$ cat src/rtl/seq_divider.sv
// -----------------------------------------------------------------------------
// seq_divider
//
// Iterative restoring divider for unsigned operands. Each clock in RUN
// resolves one quotient bit, so a division takes DW clocks. A divisor of zero
// bypasses the iteration and reports dbz with a saturated quotient.
//
// Ports:
//   clk        in   1   clock, rising edge
//   rst        in   1   asynchronous, active-high reset
//   start      in   1   divide request, accepted in IDLE or DONE
//   dividend   in   DW  numerator, latched on an accepted start
//   divisor    in   VW  denominator, latched on an accepted start
//   busy       out  1   iteration in progress (state RUN)
//   done       out  1   one-cycle pulse when results update (state DONE)
//   quotient   out  DW  registered quotient, held until the next done
//   remainder  out  VW  registered remainder, held until the next done
//   dbz        out  1   current result came from a divide by zero
// -----------------------------------------------------------------------------
module seq_divider #(
    parameter int DW = 8,
    parameter int VW = 4
) (
    input  logic          clk,
    input  logic          rst,
    input  logic          start,
    input  logic [DW-1:0] dividend,
    input  logic [VW-1:0] divisor,
    output logic          busy,
    output logic          done,
    output logic [DW-1:0] quotient,
    output logic [VW-1:0] remainder,
    output logic          dbz
);

    localparam int CW = (DW > 1) ? $clog2(DW) : 1;

    typedef enum logic [1:0] {
        IDLE = 2'd0,
        RUN  = 2'd1,
        DONE = 2'd2
    } state_t;

    state_t        state_q,     state_d;
    logic [VW-1:0] divisor_q,   divisor_d;
    logic [DW-1:0] work_q,      work_d;       // dividend shifting out, quotient shifting in
    logic [VW:0]   prem_q,      prem_d;       // partial remainder, one guard bit
    logic [CW-1:0] count_q,     count_d;
    logic [DW-1:0] quotient_q,  quotient_d;
    logic [VW-1:0] remainder_q, remainder_d;
    logic          dbz_q,       dbz_d;

    // Restoring step datapath. The partial remainder is always below the
    // divisor, so the top bit of 'shifted' is zero and the MSB of 'trial'
    // is a pure borrow: set means the subtraction went negative.
    logic [VW+1:0] shifted;
    logic [VW+1:0] trial;
    logic          trial_ok;
    logic [VW:0]   step_rem;
    logic [DW-1:0] step_quo;

    always_comb begin
        shifted  = {prem_q, work_q[DW-1]};
        trial    = shifted - {2'b00, divisor_q};
        trial_ok = ~trial[VW+1];
        step_rem = trial_ok ? trial[VW:0] : shifted[VW:0];
        step_quo = {work_q[DW-2:0], trial_ok};
    end

    // NOTE: every signal assigned in this block gets a default first, so no
    // path leaves it unassigned and no latch is inferred.
    always_comb begin
        state_d     = state_q;
        divisor_d   = divisor_q;
        work_d      = work_q;
        prem_d      = prem_q;
        count_d     = count_q;
        quotient_d  = quotient_q;
        remainder_d = remainder_q;
        dbz_d       = dbz_q;

        case (state_q)
            IDLE, DONE: begin
                if (start) begin
                    divisor_d = divisor;
                    work_d    = dividend;
                    prem_d    = '0;
                    if (divisor == '0) begin
                        // Results are published immediately; RUN is skipped.
                        quotient_d  = '1;
                        remainder_d = dividend[VW-1:0];
                        dbz_d       = 1'b1;
                        count_d     = '0;
                        state_d     = DONE;
                    end else begin
                        count_d = CW'(DW - 1);
                        state_d = RUN;
                    end
                end else begin
                    state_d = IDLE;
                end
            end

            RUN: begin
                prem_d = step_rem;
                work_d = step_quo;
                if (count_q == '0) begin
                    quotient_d  = step_quo;
                    remainder_d = step_rem[VW-1:0];
                    dbz_d       = 1'b0;
                    state_d     = DONE;
                end else begin
                    count_d = count_q - 1'b1;
                end
            end

            default: state_d = IDLE;
        endcase
    end

    // NOTE: sequential state uses non-blocking assignments so every flop
    // samples the pre-edge value of its neighbours, independent of order.
    // NOTE: all registers here are plain flops, so each one is reset; there
    // is no memory array that would need to be left out of the reset.
    always_ff @(posedge clk or posedge rst) begin
        if (rst) begin
            state_q     <= IDLE;
            divisor_q   <= '0;
            work_q      <= '0;
            prem_q      <= '0;
            count_q     <= '0;
            quotient_q  <= '0;
            remainder_q <= '0;
            dbz_q       <= 1'b0;
        end else begin
            state_q     <= state_d;
            divisor_q   <= divisor_d;
            work_q      <= work_d;
            prem_q      <= prem_d;
            count_q     <= count_d;
            quotient_q  <= quotient_d;
            remainder_q <= remainder_d;
            dbz_q       <= dbz_d;
        end
    end

    assign busy      = (state_q == RUN);
    assign done      = (state_q == DONE);
    assign quotient  = quotient_q;
    assign remainder = remainder_q;
    assign dbz       = dbz_q;

endmodule

$ cat config.mk
export PLATFORM = sky130hd
export DESIGN_NAME = seq_divider
export DESIGN_NICKNAME = d
export VERILOG_FILES = /design/src/rtl/seq_divider.sv
export SDC_FILE = /design/constraint.sdc
export NUM_CORES = 1
export LEC_CHECK = 0
export BUFFER_PORTS_ARGS = -buffer_cell sky130_fd_sc_hd__buf_2
export CAP_MARGIN = 5
export CORE_UTILIZATION = 45
export CTS_BUF_LIST = sky130_fd_sc_hd__clkbuf_4 sky130_fd_sc_hd__clkbuf_8 sky130_fd_sc_hd__clkbuf_16
export DETAILED_ROUTE_END_ITERATION = 8
export PLACE_DENSITY = 0.66
export SYNTH_ARGS = -nofsm -noshare
export SYNTH_HDL_FRONTEND = slang
export SYNTH_SLANG_ARGS = --single-unit
$ cat constraint.sdc
create_clock -name clk -period 4.2 [get_ports clk]
set_input_delay 1.26 -clock clk [delete_from_list [all_inputs] [get_ports clk]]
set_output_delay 1.26 -clock clk [all_outputs]
set_load 0.01 [all_outputs]
# Word-level counts from Yosys, hierarchy flattened
# Cells that the tools add are included.
[op_classes]
n_addsub = 2
mux = 25
n_reduce_logical = 9
bitwise = 1
n_eq_ne = 6
[ops]
columns = ["operator", "count"]
rows = [
  ["two-way mux 8 bit", 4],
  ["one-hot mux 8 bit (2 select lines)", 2],
  ["two-way mux 4 bit", 3],
  ["two-way mux 5 bit", 2],
  ["one-hot mux 5 bit (2 select lines)", 1],
  ["two-way mux 3 bit", 3],
  ["one-hot mux 4 bit (2 select lines)", 1],
  ["two-way mux 2 bit", 3],
  ["inequality test 2 bit, second input constant", 3],
  ["one-hot mux 3 bit (2 select lines)", 1],
  ["subtractor 6 x 4 -> 6 bit", 1],
  ["zero test 4 bit", 1],
  ["one-hot mux 2 bit (2 select lines)", 1],
  ["AND reduction 2 bit", 2],
  ["AND reduction 4 bit", 1],
  ["zero test 3 bit", 1],
  ["two-way mux 1 bit", 3],
  ["AND reduction 3 bit", 1],
  ["subtractor 3 x 1 -> 3 bit, second input constant", 1],
  ["equality test 2 x 1 -> 1 bit, second input constant", 1],
  ["equality test 2 bit, second input constant", 1],
  ["zero test 2 bit", 1],
  ["inequality test 2 x 1 -> 1 bit, second input constant", 1],
  ["one-hot mux 1 bit (2 select lines)", 1],
  ["3 further kinds", 3],
]
[totals]
output_inout_bits = 15
input_bits = 15
regBits = 35
word_cells = 51

# Longest topological paths before layout
[logic_depth]
depth_word = 4
mapped_depth = 9

# Worst setup path before layout
# OpenSTA, ideal clock, no wires.
[synth_path]
path_kind = "input -> register"
start = "in divisor[0]"
end = "reg remainder_q[1] (netlist: remainder[1])"
cell_stages = 6
arrival_ns = 2.447
slack_ns = 1.620
cell_sequence = "or4_4 -> or2_0 -> buf_6 -> and3_1 -> a21oi_1 -> o21ai_1"
[synth_via]
elab_chain_cells = 3
[synth_rtl]
columns = ["item", "line", "text"]
rows = [
  ["from (decl)", "28", "input logic [VW-1:0] divisor,"],
  ["zero test 4 bit", "88", "if (divisor == '0) begin"],
  ["inequality test 2 bit (no line)", "--", ""],
  ["AND reduction 4 bit (no line)", "--", ""],
  ["to (signal assigned)", "142", "remainder_q <= remainder_d;"],
  ["to (decl)", "50", "logic [VW-1:0] remainder_q, remainder_d;"],
]
# No other way between the ends.
# A chain may end at the register's enable or synchronous reset.

# Worst setup path after layout
[layout_path]
start = "reg state_q[0]"
end = "out busy"
[layout_via]
elab_chain_cells = 1
[layout_rtl]
columns = ["item", "line", "text"]
rows = [
  ["from (decl)", "44", "state_t state_q, state_d;"],
  ["from (signal assigned)", "136", "state_q <= state_d;"],
  ["equality test 2 x 1 -> 1 bit", "147", "assign busy = (state_q == RUN);"],
  ["to (decl)", "29", "output logic busy,"],
]
# No other way between the ends.

==> reports/results.txt <==
maxcap violations = 0
top-area cell type share of the netlist area = 48.75%
hold_buf cts = 0
Post-Synthesis Cells = 187
final net count = 239
Yosys top cell by area = dfrtp_1
total gr overflow = 0
DIE HEIGHT = 65.19 um
Peak VDD IR = 0.4323 mV
most frequent cell after synthesis = dfrtp_1
num ports = 30
GRT Overall Usage = 20.53%
Worst EP required = 2.94 ns
YS warnings = 0
largest net degree at the start of global routing = 26
Fmax = 357.5 MHz
syn_area_per_cell = 9.608 sq um
post-detail-place hpwl = 2849 um
initial core utilization = 47.99%
largest cells by area after synthesis = dfrtp_1, nand2_1, ha_1
vias in the first global route = 1444
FP Rows = 22
Sink Count = 35
Cell Area, Synth = 1797 sq um
CTS resizes = 0
Routability Congestion = 0.8360
worst skew pair latency = 0.29 ns
relative slew slack = 43.52%
port bufs = 29
DIE WIDTH = 65.19 um
Post-synth EDFFs = 0
core box area = 3744 sq um
Root Buffer Master = clkbuf_8
TritonCTS clock tree = yes
Period minus WS final = 2.797 ns
initial antenna violation count = 0
DRT antenna net count = 0
Tightest Hold Check Type = flop to flop
layout cells sized above 1 = 22.94%
drt total wl = 3876 um
ant diodes = 0
top cells by count, synth = dfrtp_1, nand2_1, nor2_1
Final Hold Slack = 0.4762 ns
CTS max path bufs = 2
Crit. End Element = primary output
sequential fraction of the synthesis area = 48.75%
R2R setup slack = 2.02 ns
Critical Path Fanout Max = 25
Layout area overhead = 15.67%
Final Max Tran Viols = 0
vias = 1465
status = finished clean
syn nets = 209
Setup-failing EPs final = 0
Post-Route Setup TNS = 0 ns
Worst Skew = 0.007617 ns
global-route wire length before repair = 6603 um
Final Hold Vio Count = 0
H-tree Lvls = 2
Clock transition at path regs = 0.08 ns
DRC violations left = 0
setup repair after global routing missed its margin = false
WL per Instance = 14.57 um
vias per cell = 5.508
drt pass-1 iters = 4
crit path kind = flop to primary output
P_leak = 0.9509 nW
Layout fillers = 363
number of synthesized register bits = 35
total CTS buffers = 5
Final period util = 66.60%
post-synthesis async set-or-reset flop share = 100.0%
Critical Path AT = 1.54 ns
Top FF cell, synth = dfrtp_1
Critical Path Start Type = flop
DR iter-0 viols = 76
Die Footprint = 4249 sq um
pwr dens = 891.9 nW/um^2
Synth cell types = 44
post-CTS setup buffers = 0
slew of the pin with the lowest slew margin = 0.8463 ns
## state kept, by name, indices dropped and copies added (netlist names)
| register | count |
|---|---|
| state_q | 2 |
| count_q | 3 |
| dbz | 1 |
| prem_q | 5 |
| quotient | 8 |
| divisor_q | 4 |
| work_q | 8 |
| remainder | 4 |
## report_power, final
group          switching [W]  internal (W)  total (W)  leakage (nW)
combinational       0.000551      0.000393   0.000944         0.494
sequential          0.000109      0.000499   0.000608         0.399
clock               0.000125      0.000177   0.000302        0.0581
total               0.000785       0.00107    0.00185         0.951
## cells in the final DEF, fill, tap and decap left out, types with 5 or more instances in the layout
cell,count
inv_1,10
dfrtp_1,35
nor2_1,20
o21ai_0,10
buf_2,29
a21oi_1,8
clkbuf_8,5
ha_1,6
a31oi_1,8
nand2_1,30
## kinds of logic after synthesis
group	Yosys count	synth area share (%)
adders and majority gates	7	5.292
and+or+nand+nor	72	19.15
muxes	3	1.671
DFF	35	48.75
xor gates and xnor gates	1	0.4876
AOI/OAI and AO/OA	49	19.08
buffers and inverters	20	5.571
## worst max-delay path, cell delays in order (launching register included)
cell      delay (ns)
dfrtp_1         0.40
nand2b_1        0.08
buf_4           0.27
clkinv_1        0.27
buf_2           0.21
## path summary, 6_finish.rpt
kind,to,from,depth (start not counted)
worst min-delay path,dbz$_DFFE_PP0P_,dbz$_DFFE_PP0P_,2
worst max register to register,remainder[2]$_DFFE_PP0P_,divisor_q[1]$_DFFE_PP0P_,7
worst min register to register,dbz$_DFFE_PP0P_,dbz$_DFFE_PP0P_,2
max in group asynchronous,prem_q[3]$_DFFE_PP0P_,rst,3
worst max-delay path,busy,state_q[0]$_DFFE_PP0N_,4
min in group asynchronous,state_q[1]$_DFFE_PP0N_,rst,2
## stage by stage
step                      setup slack (ns)  instances  utilization [%]  power [W]  cell area [sq um]
after floorplan                      1.620        187                -   0.001308               1797
after global placement               1.391        258            52.51   0.001509               1966
after detailed placement             1.352        258            52.51   0.001553               1966
after CTS                            1.400        266            55.51   0.001863               2078
after global routing                 1.283        266            55.51   0.002022               2078
final                                1.403        266            55.51   0.001854               2078
## per-layer routing
metal	wire [um]	GRT usage, %	up-vias
met5	0	0	-
met3	191	3.125	7
met2	1892	33.63	35
li1	-	-	711
met1	1725	26.83	712
met4	66	8.967	0
## layout make-up
class	count	area [sq um]	share of cell area [%]
flip-flops and latches	35	875.8	42.14
multi-input cells	132	820.8	39.49
repair buffers	32	167.7	8.067
clock buffers	5	68.82	3.311
well taps	48	60.06	2.890
clock inverters	3	43.79	2.107
inverters	11	41.29	1.987
Power figures use the tool's default switching activity.
